==> src/rtl/uart_cmd_pkg.sv <==
// Shared constants and types for the UART command parsers: ASCII codes,
// parser states and time-field range limits.
package uart_cmd_pkg;

  localparam logic [7:0] CMD_T    = 8'h54;
  localparam logic [7:0] CMD_t    = 8'h74;
  localparam logic [7:0] ASCII_0  = 8'h30;
  localparam logic [7:0] ASCII_9  = 8'h39;
  localparam logic [7:0] ASCII_CR = 8'h0D;
  localparam logic [7:0] ASCII_LF = 8'h0A;

  localparam logic [6:0] HOUR_MAX   = 7'd23;
  localparam logic [6:0] MINSEC_MAX = 7'd59;

  typedef enum logic [2:0] {
    IDLE,
    DIGITS,
    WAIT_EOL,
    CHECK,
    ACK
  } parser_state_t;

  function automatic logic is_digit(input logic [7:0] b);
    return (b >= ASCII_0) && (b <= ASCII_9);
  endfunction

  function automatic logic is_eol(input logic [7:0] b);
    return (b == ASCII_CR) || (b == ASCII_LF);
  endfunction

endpackage

==> src/rtl/bcd_pair_to_bin.sv <==
// Combinational conversion of a two-digit decimal field to binary.
module bcd_pair_to_bin (
  input  logic [3:0] tens,
  input  logic [3:0] units,
  output logic [6:0] value
);

  assign value = ({3'b000, tens} * 7'd10) + {3'b000, units};

endmodule

==> src/rtl/uart_time_set_parser.sv <==
// Parses "T/t hhmmss CR/LF" from the UART RX FIFO, loads the watch time on a
// valid command and pushes a one-byte acknowledge into the UART TX FIFO.
module uart_time_set_parser
  import uart_cmd_pkg::*;
#(
  parameter int         TIMEOUT_TICKS = 100,
  parameter logic [7:0] ACK_OK        = 8'h4B,
  parameter logic [7:0] ACK_ERR       = 8'h45
) (
  input  logic       clk,
  input  logic       rst,
  input  logic       tick_100hz,
  input  logic       rx_empty,
  input  logic [7:0] rx_data,
  output logic       rx_rd,
  input  logic       tx_full,
  output logic       tx_wr,
  output logic [7:0] tx_data,
  output logic       set_valid,
  output logic [4:0] set_hour,
  output logic [5:0] set_min,
  output logic [5:0] set_sec,
  output logic       err,
  output logic       busy
);

  localparam int TW = $clog2(TIMEOUT_TICKS + 1);

  parser_state_t state;
  logic [3:0]    digits [6];
  logic [2:0]    cnt;
  logic [TW-1:0] tmo;
  logic [7:0]    ack_byte;
  logic          range_ok_q;

  logic [6:0] hour_bin, min_bin, sec_bin;
  logic       range_ok;
  logic       in_cmd;
  logic       timeout;

  bcd_pair_to_bin u_hour (.tens(digits[0]), .units(digits[1]), .value(hour_bin));
  bcd_pair_to_bin u_min  (.tens(digits[2]), .units(digits[3]), .value(min_bin));
  bcd_pair_to_bin u_sec  (.tens(digits[4]), .units(digits[5]), .value(sec_bin));

  assign range_ok = (hour_bin <= HOUR_MAX) && (min_bin <= MINSEC_MAX) && (sec_bin <= MINSEC_MAX);

  // Pop and push are combinational so the FIFOs see them in the same cycle
  // as rx_empty/tx_full; both are suppressed while reset is held.
  assign rx_rd   = !rst && !rx_empty && (state inside {IDLE, DIGITS, WAIT_EOL});
  assign tx_wr   = !rst && (state == ACK) && !tx_full;
  assign tx_data = tx_wr ? ack_byte : 8'h00;
  assign busy    = (state != IDLE);

  assign in_cmd  = (state == DIGITS) || (state == WAIT_EOL);
  // A pop in the same cycle as a tick wins, so the tick is ignored.
  assign timeout = in_cmd && !rx_rd && tick_100hz && (tmo == TW'(TIMEOUT_TICKS - 1));

  // NOTE: the digit slots are plain storage with no reset; every slot is
  // rewritten by a new command before the range check reads it.
  always_ff @(posedge clk) begin
    if ((state == DIGITS) && rx_rd && is_digit(rx_data)) begin
      digits[cnt] <= rx_data[3:0];
    end
  end

  always_ff @(posedge clk) begin
    if (rst || rx_rd || !in_cmd) begin
      tmo <= '0;
    end else if (tick_100hz) begin
      tmo <= tmo + 1'b1;
    end
  end

  always_ff @(posedge clk) begin
    if (rst) begin
      state      <= IDLE;
      cnt        <= 3'd0;
      ack_byte   <= 8'h00;
      range_ok_q <= 1'b0;
      set_valid  <= 1'b0;
      set_hour   <= 5'd0;
      set_min    <= 6'd0;
      set_sec    <= 6'd0;
      err        <= 1'b0;
    end else begin
      set_valid <= 1'b0;
      err       <= 1'b0;
      unique case (state)
        IDLE: begin
          if (rx_rd && ((rx_data == CMD_T) || (rx_data == CMD_t))) begin
            cnt   <= 3'd0;
            state <= DIGITS;
          end
        end
        DIGITS: begin
          if (rx_rd) begin
            if (is_digit(rx_data)) begin
              cnt <= cnt + 3'd1;
              if (cnt == 3'd5) state <= WAIT_EOL;
            end else begin
              ack_byte <= ACK_ERR;
              err      <= 1'b1;
              state    <= ACK;
            end
          end else if (timeout) begin
            state <= IDLE;
          end
        end
        WAIT_EOL: begin
          if (rx_rd) begin
            if (is_eol(rx_data)) begin
              // All six digits are already stored, so the load is registered
              // here and becomes visible in the CHECK cycle.
              range_ok_q <= range_ok;
              if (range_ok) begin
                set_valid <= 1'b1;
                set_hour  <= hour_bin[4:0];
                set_min   <= min_bin[5:0];
                set_sec   <= sec_bin[5:0];
              end
              state <= CHECK;
            end else begin
              ack_byte <= ACK_ERR;
              err      <= 1'b1;
              state    <= ACK;
            end
          end else if (timeout) begin
            state <= IDLE;
          end
        end
        CHECK: begin
          ack_byte <= range_ok_q ? ACK_OK : ACK_ERR;
          err      <= !range_ok_q;
          state    <= ACK;
        end
        ACK: begin
          if (tx_wr) state <= IDLE;
        end
        default: state <= IDLE;
      endcase
    end
  end

endmodule

==> config.mk <==
export PLATFORM = sky130hd
export DESIGN_NAME = uart_time_set_parser
export DESIGN_NICKNAME = d
export VERILOG_FILES = /design/src/rtl/uart_cmd_pkg.sv /design/src/rtl/bcd_pair_to_bin.sv /design/src/rtl/uart_time_set_parser.sv
export SDC_FILE = /design/constraint.sdc
export NUM_CORES = 1
export LEC_CHECK = 0
export CAP_MARGIN = 30
export CORE_UTILIZATION = 45
export CTS_BUF_LIST = sky130_fd_sc_hd__clkbuf_4 sky130_fd_sc_hd__clkbuf_8 sky130_fd_sc_hd__clkbuf_16
export DETAILED_ROUTE_END_ITERATION = 10
export PLACE_DENSITY = 0.71
export SLEW_MARGIN = 5
export SYNTH_ARGS = -nofsm -noshare
export SYNTH_HDL_FRONTEND = slang
export SYNTH_SLANG_ARGS = --single-unit
==> constraint.sdc <==
create_clock -name clk -period 4.92 [get_ports clk]
set_clock_uncertainty 0.2 [all_clocks]
set_input_delay 0.738 -clock clk [delete_from_list [all_inputs] [get_ports clk]]
set_output_delay 0.738 -clock clk [all_outputs]
set_load 0.02 [all_outputs]
## Word level (Yosys, flattened, before mapping)

Memory sizes are Yosys's and may differ from the RTL's.
Cells that the tools add are included.

- Flip-flop bits (word level): 41
- ROM bits: 0
- Word-level logic and storage cells: 108
- Input port bits: 13
- Memories: 1
- Latch bits: 0
- Bits in writable memories: 24

Memory list:

| memory | depth | bits a word | read ports | clocked after Yosys merged registers in | write ports | line | source |
|---|---|---|---|---|---|---|---|
| digits | 6 | 4 | 6 | 0 | 1 | uart_time_set_parser.sv:30 | `logic [3:0] digits [6];` |

- Equality and inequality tests: 18
- Bitwise operators: 3
- Shift operators: 0
- Div/mod/pow operators: 0
- Reduce and logical (&&, ||, !) cells: 35
- Multipliers: 3
- Magnitude comparators: 5
- Multiplexer cells: 28
- $add $sub $neg: 5

Operators by type and width:

| kind | count |
|---|---|
| $mux 8 | 5 |
| $mux 3 | 11 |
| $pmux 8 s3 | 1 |
| $add 7x4->7 | 3 |
| $mul 4x3->6 const B | 3 |
| $eq 8x4->1 const B | 2 |
| $eq 8x7->1 const B | 2 |
| $pmux 3 s5 | 1 |
| $le 7x6->1 const B | 2 |
| $logic_and 1x1->1 | 13 |
| $ne 2x2->1 const B | 5 |
| $reduce_bool 3->1 | 3 |
| $ge 8x6->1 const B | 1 |
| $le 8x6->1 const B | 1 |
| $reduce_and 4->1 | 2 |
| $add 7x1->7 const B | 1 |
| $eq 7x7->1 const B | 1 |
| $le 7x5->1 const B | 1 |
| $mux 1 | 7 |
| $eq 3x2->1 const B | 2 |
| $eq 3x3->1 const B | 2 |
| $logic_not 1->1 | 6 |
| $pmux 3 s2 | 1 |
| $reduce_and 3->1 | 2 |
| other kinds (12) | 19 |

## Logic depth before layout (Yosys ltp)

- Depth in word-level cells: 10
- Gate-level depth with buffers: 12
- Depth with buffers taken out: 10

## Cells and area by module

A second synthesis with hierarchy kept.

- Cells, all modules: 321
- Area total of the unflattened synthesis: 3,384.5 um2

Modules (own cells, without submodules):

| module | area each (um2) | times used | seq. area each (um2) | cells an instance |
|---|---|---|---|---|
| uart_time_set_parser | 2,723.9 | 1 | 1,441.4 | 255 |
| bcd_pair_to_bin | 220.2 | 3 | 0.0 | 22 |

## Worst setup path after synthesis

OpenSTA, ideal clock, no wires.

- Path kind: register to register
- Start point: mem digits[0][1]
- End point: reg set_sec[1]
- Cell stages (with the launch flop): 12
- Slack: 1,918 ps
- Arrival: 2,668 ps
- Data required time: 4,586 ps
- Cells stage by stage: edfxtp_1 > ha_1 > ha_1 > inv_1 > fa_1 > xor3_1 > nor4_1 > nand3b_1 > o2111ai_2 > clkbuf_1 > o21ai_0 > a21oi_1

RTL lines:

| item | line | source |
|---|---|---|
| start, declared | uart_time_set_parser.sv:30 |  |
| end signal, assigned | uart_time_set_parser.sv:119 | `set_sec <= sec_bin[5:0];` |
| end, declared | uart_time_set_parser.sv:22 | `output logic [5:0] set_sec,` |

## Worst setup path after layout

- Start point: in rst
- End point: out rx_rd

- Cells in the longest elaborated chain, start to end: 3

RTL lines:

| item | line | source |
|---|---|---|
| start, declared | uart_time_set_parser.sv:11 | `input logic rst,` |
| $logic_not 1->1 | uart_time_set_parser.sv:49 | `assign rx_rd = !rst && !rx_empty && (state inside {IDLE, DIGITS, WAIT_EOL});` |
| $logic_and 1x1->1 (2 in a row) | uart_time_set_parser.sv:49 |  |
| end, declared | uart_time_set_parser.sv:15 | `output logic rx_rd,` |

Every way passes these cells.

==> results_dict.tcl <==
set metrics [dict create \
    worstSkewPairLatency_ns 0.35 \
    yosysWarnings 0 \
    h-tree-depth 3 \
    synth_top_family_by_area "simple AND/OR/NAND/NOR gates" \
    synth_seq_cells 60 \
    crit_path_start_kind "input port" \
    antenna_found_initial 0 \
    fmaxAchievable_mhz 279 \
    port_buffers 39 \
    route.detailed.drc 0 \
    critPathMaxFanout 12 \
    synth-simple-area-share_pct 17.9 \
    drt_iter0_drc 73 \
    ant_nets 0 \
    globalRouteTotalUtil_pct 18.1 \
    syn_avg_cell_area_um2 10.1 \
    clk_path_buf_depth 2 \
    worst_slew_pin_slew_ns 0.907 \
    vias_per_cell 5.28 \
    postLayoutSetupSlackWorst_ns 1.34 \
    place_area_mm2 0.00376 \
    grt_max_degree 22 \
    cts_tree "built" \
    dr_total_vias 2491 \
    synthMuxAreaShare_pct 0.298 \
    synthFlopType "dfxtp_1" \
    wl_per_cell_um 13.4 \
    grt-ovfl-total 0 \
    die_x_um 88.4 \
    dieArea_mm2 0.00781 \
    cp_data_required_time_ns 3.98 \
    dp_slack_ns 1.33 \
    timing.hold.ws_ns 0.272 \
    area_growth_pct 18.5 \
    dieHeight_um 88.4 \
    place_hpwl_mm 4.69 \
    ios 43 \
    layout.cells.non_filler 472 \
    initial_core_util_pct 46.5 \
    hp-class "reg -> reg" \
    setup_tns_ns 0 \
    synth-adder-area-share_pct 11.8 \
    clkSlewWorstSetupHoldPaths_ns 0.07 \
    p_leak_nw 1.38 \
    drive_gt1_share_pct 8.58 \
    num_antenna_cells 0 \
    clock-sinks 60 \
    hp-start "set_sec[4]$_SDFFE_PP0P_" \
    synth-compound-area-share_pct 15.4 \
    period_minus_slack_ns 3.58 \
    worst_setup_path_end_kind "primary output" \
    crit_start "rst" \
    worstSetupPathType "in -> out" \
    yosysSeqAreaShare_pct 43.0 \
    status "completed" \
    grt_pass1_vias 2364 \
    place.gp.congestion 0.759 \
    yosys.area_share.xor_xnor_pct 5.67 \
    fp-row-count 31 \
    slew_viol_final 0 \
    timing.slew.headroom_pct 39.4 \
    holdBufCountCts 0 \
    finalHoldViolCount 0 \
    async_flop_share_pct 0 \
    cts_resized 0 \
    setup_viol_count_final 0 \
    post_cts_buffers 0 \
    drt_wl_total_mm 6.32 \
    ir_drop_mv 0.152 \
    syn_inst 333 \
    drtPass1Iterations 4 \
    cts_inserted_buffers 9 \
    synth-edff-count 24 \
    arrival_ns 2.64 \
    place_inst 456 \
    maxCapViolations 0 \
    synth.distinct_cells 63 \
    r2r-start "digits[0][1]$_DFFE_PP_" \
    rsz0062_at_grt "no" \
    period_share_pct 72.8 \
    coreArea_mm2 0.00721 \
    grt_pass1_wl_mm 10.6 \
    synth_area_mm2 0.00336 \
    final_cell_area_mm2 0.00398 \
    p_per_area_mw_per_mm2 258 \
    root_buffer "clkbuf_8" \
    nets 409 \
]
==> through the flow <==
| step | util, % | total power (W) |
|---|---|---|
| after floorplan | - | 0.000543 |
| after global placement | 52.2 | 0.000562 |
| after detailed placement | 52.2 | 0.000562 |
| after CTS | 55.1 | 0.00103 |
| after global routing | 55.1 | 0.00106 |
| final | 55.1 | 0.00103 |
==> power by group <==
group / leakage [nW] / internal [W] / switching, W
combinational: 0.767 / 0.0000140 / 0.0000208
sequential: 0.505 / 0.000516 / 0.000000185
clock: 0.108 / 0.000270 / 0.000205
total: 1.38 / 0.000800 / 0.000226
==> kinds of logic (layout without fill, tap and decap cells) <==
family | count (synthesis) | count (layout)
adder cells (fa/ha/maj) | 28 | 28
other | 1 | 3
AO/OA/AOI/OAI | 77 | 77
XOR/XNOR | 20 | 20
multiplexers | 1 | 1
buffers and inverters | 38 | 76
flip-flops | 60 | 60
AND/OR/NAND/NOR | 108 | 108
==> critical path, cell delays in order <==
cell and delay, ns:
clkdlybuf4s50_1 0.63, nor3_2 0.37, a21boi_0 0.25, clkdlybuf4s50_1 0.65
==> area by class of cell <==
type	instances	area (um2)
Clock buffer	11	156
Clock inverter	5	57.6
Fill cell	665	3240
Inverter	20	75.1
Multi-Input combinational cell	237	1730
Sequential cell	60	1440
Tap cell	99	124
Timing Repair Buffer	40	398
==> state kept, by name (all words and copies together), names as in the netlist <==
name	cells
set_min	6
set_hour	5
set_valid	1
err	1
ack_byte	3
digits	24
range_ok_q	1
state	3
cnt	3
tmo	7
set_sec	6
==> cells in the final DEF, fill, tap and decap left out, types with 8 or more instances in the layout <==
| master | count |
|---|---|
| inv_1 | 19 |
| nand3_1 | 16 |
| o21ai_0 | 16 |
| clkdlybuf4s50_1 | 39 |
| nor2_1 | 29 |
| nor3_1 | 8 |
| xnor2_1 | 11 |
| nand2_1 | 17 |
| xor2_1 | 8 |
| a21oi_1 | 26 |
| clkbuf_8 | 9 |
| dfxtp_1 | 36 |
| ha_1 | 22 |
| edfxtp_1 | 24 |
==> synthesized netlist by cell type, types with 4 or more instances <==
library cell | instances | area share (%)
dfxtp_1 | 36 | 21
nor2_1 | 29 | 3.2
a21oi_1 | 26 | 3.9
edfxtp_1 | 24 | 21
ha_1 | 22 | 8.2
inv_1 | 19 | 2.1
nand2_1 | 17 | 1.9
nand3_1 | 16 | 2.4
o21ai_0 | 16 | 2.4
xnor2_1 | 11 | 2.9
nor3_1 | 8 | 1.2
xor2_1 | 8 | 2.1
clkbuf_1 | 7 | 0.78
fa_1 | 6 | 3.6
nor4_1 | 6 | 1.1
buf_4 | 5 | 1.1
a21oi_2 | 4 | 1.0
a311oi_1 | 4 | 1.0
and2_1 | 4 | 0.75
o21ai_1 | 4 | 0.60
==> final timing paths <==
kind / endpoint / slack [ns] / cells past startpoint
setup / recovery: rx_rd / 1.34 / 4
hold / removal: set_sec[4]$_SDFFE_PP0P_ / 0.27 / 2
setup reg to reg: set_hour[3]$_SDFFE_PP0P_ / 1.36 / 10
hold reg to reg: set_sec[4]$_SDFFE_PP0P_ / 0.27 / 2
==> layer usage <==
layer  global-route usage [%]  part of all wire, %
met1                     23.1                   47
met2                     27.9                   45
met3                     4.10                  5.7
met4                     11.4                  2.6
met5                        0                    0
(Power assumes the default switching activity.)
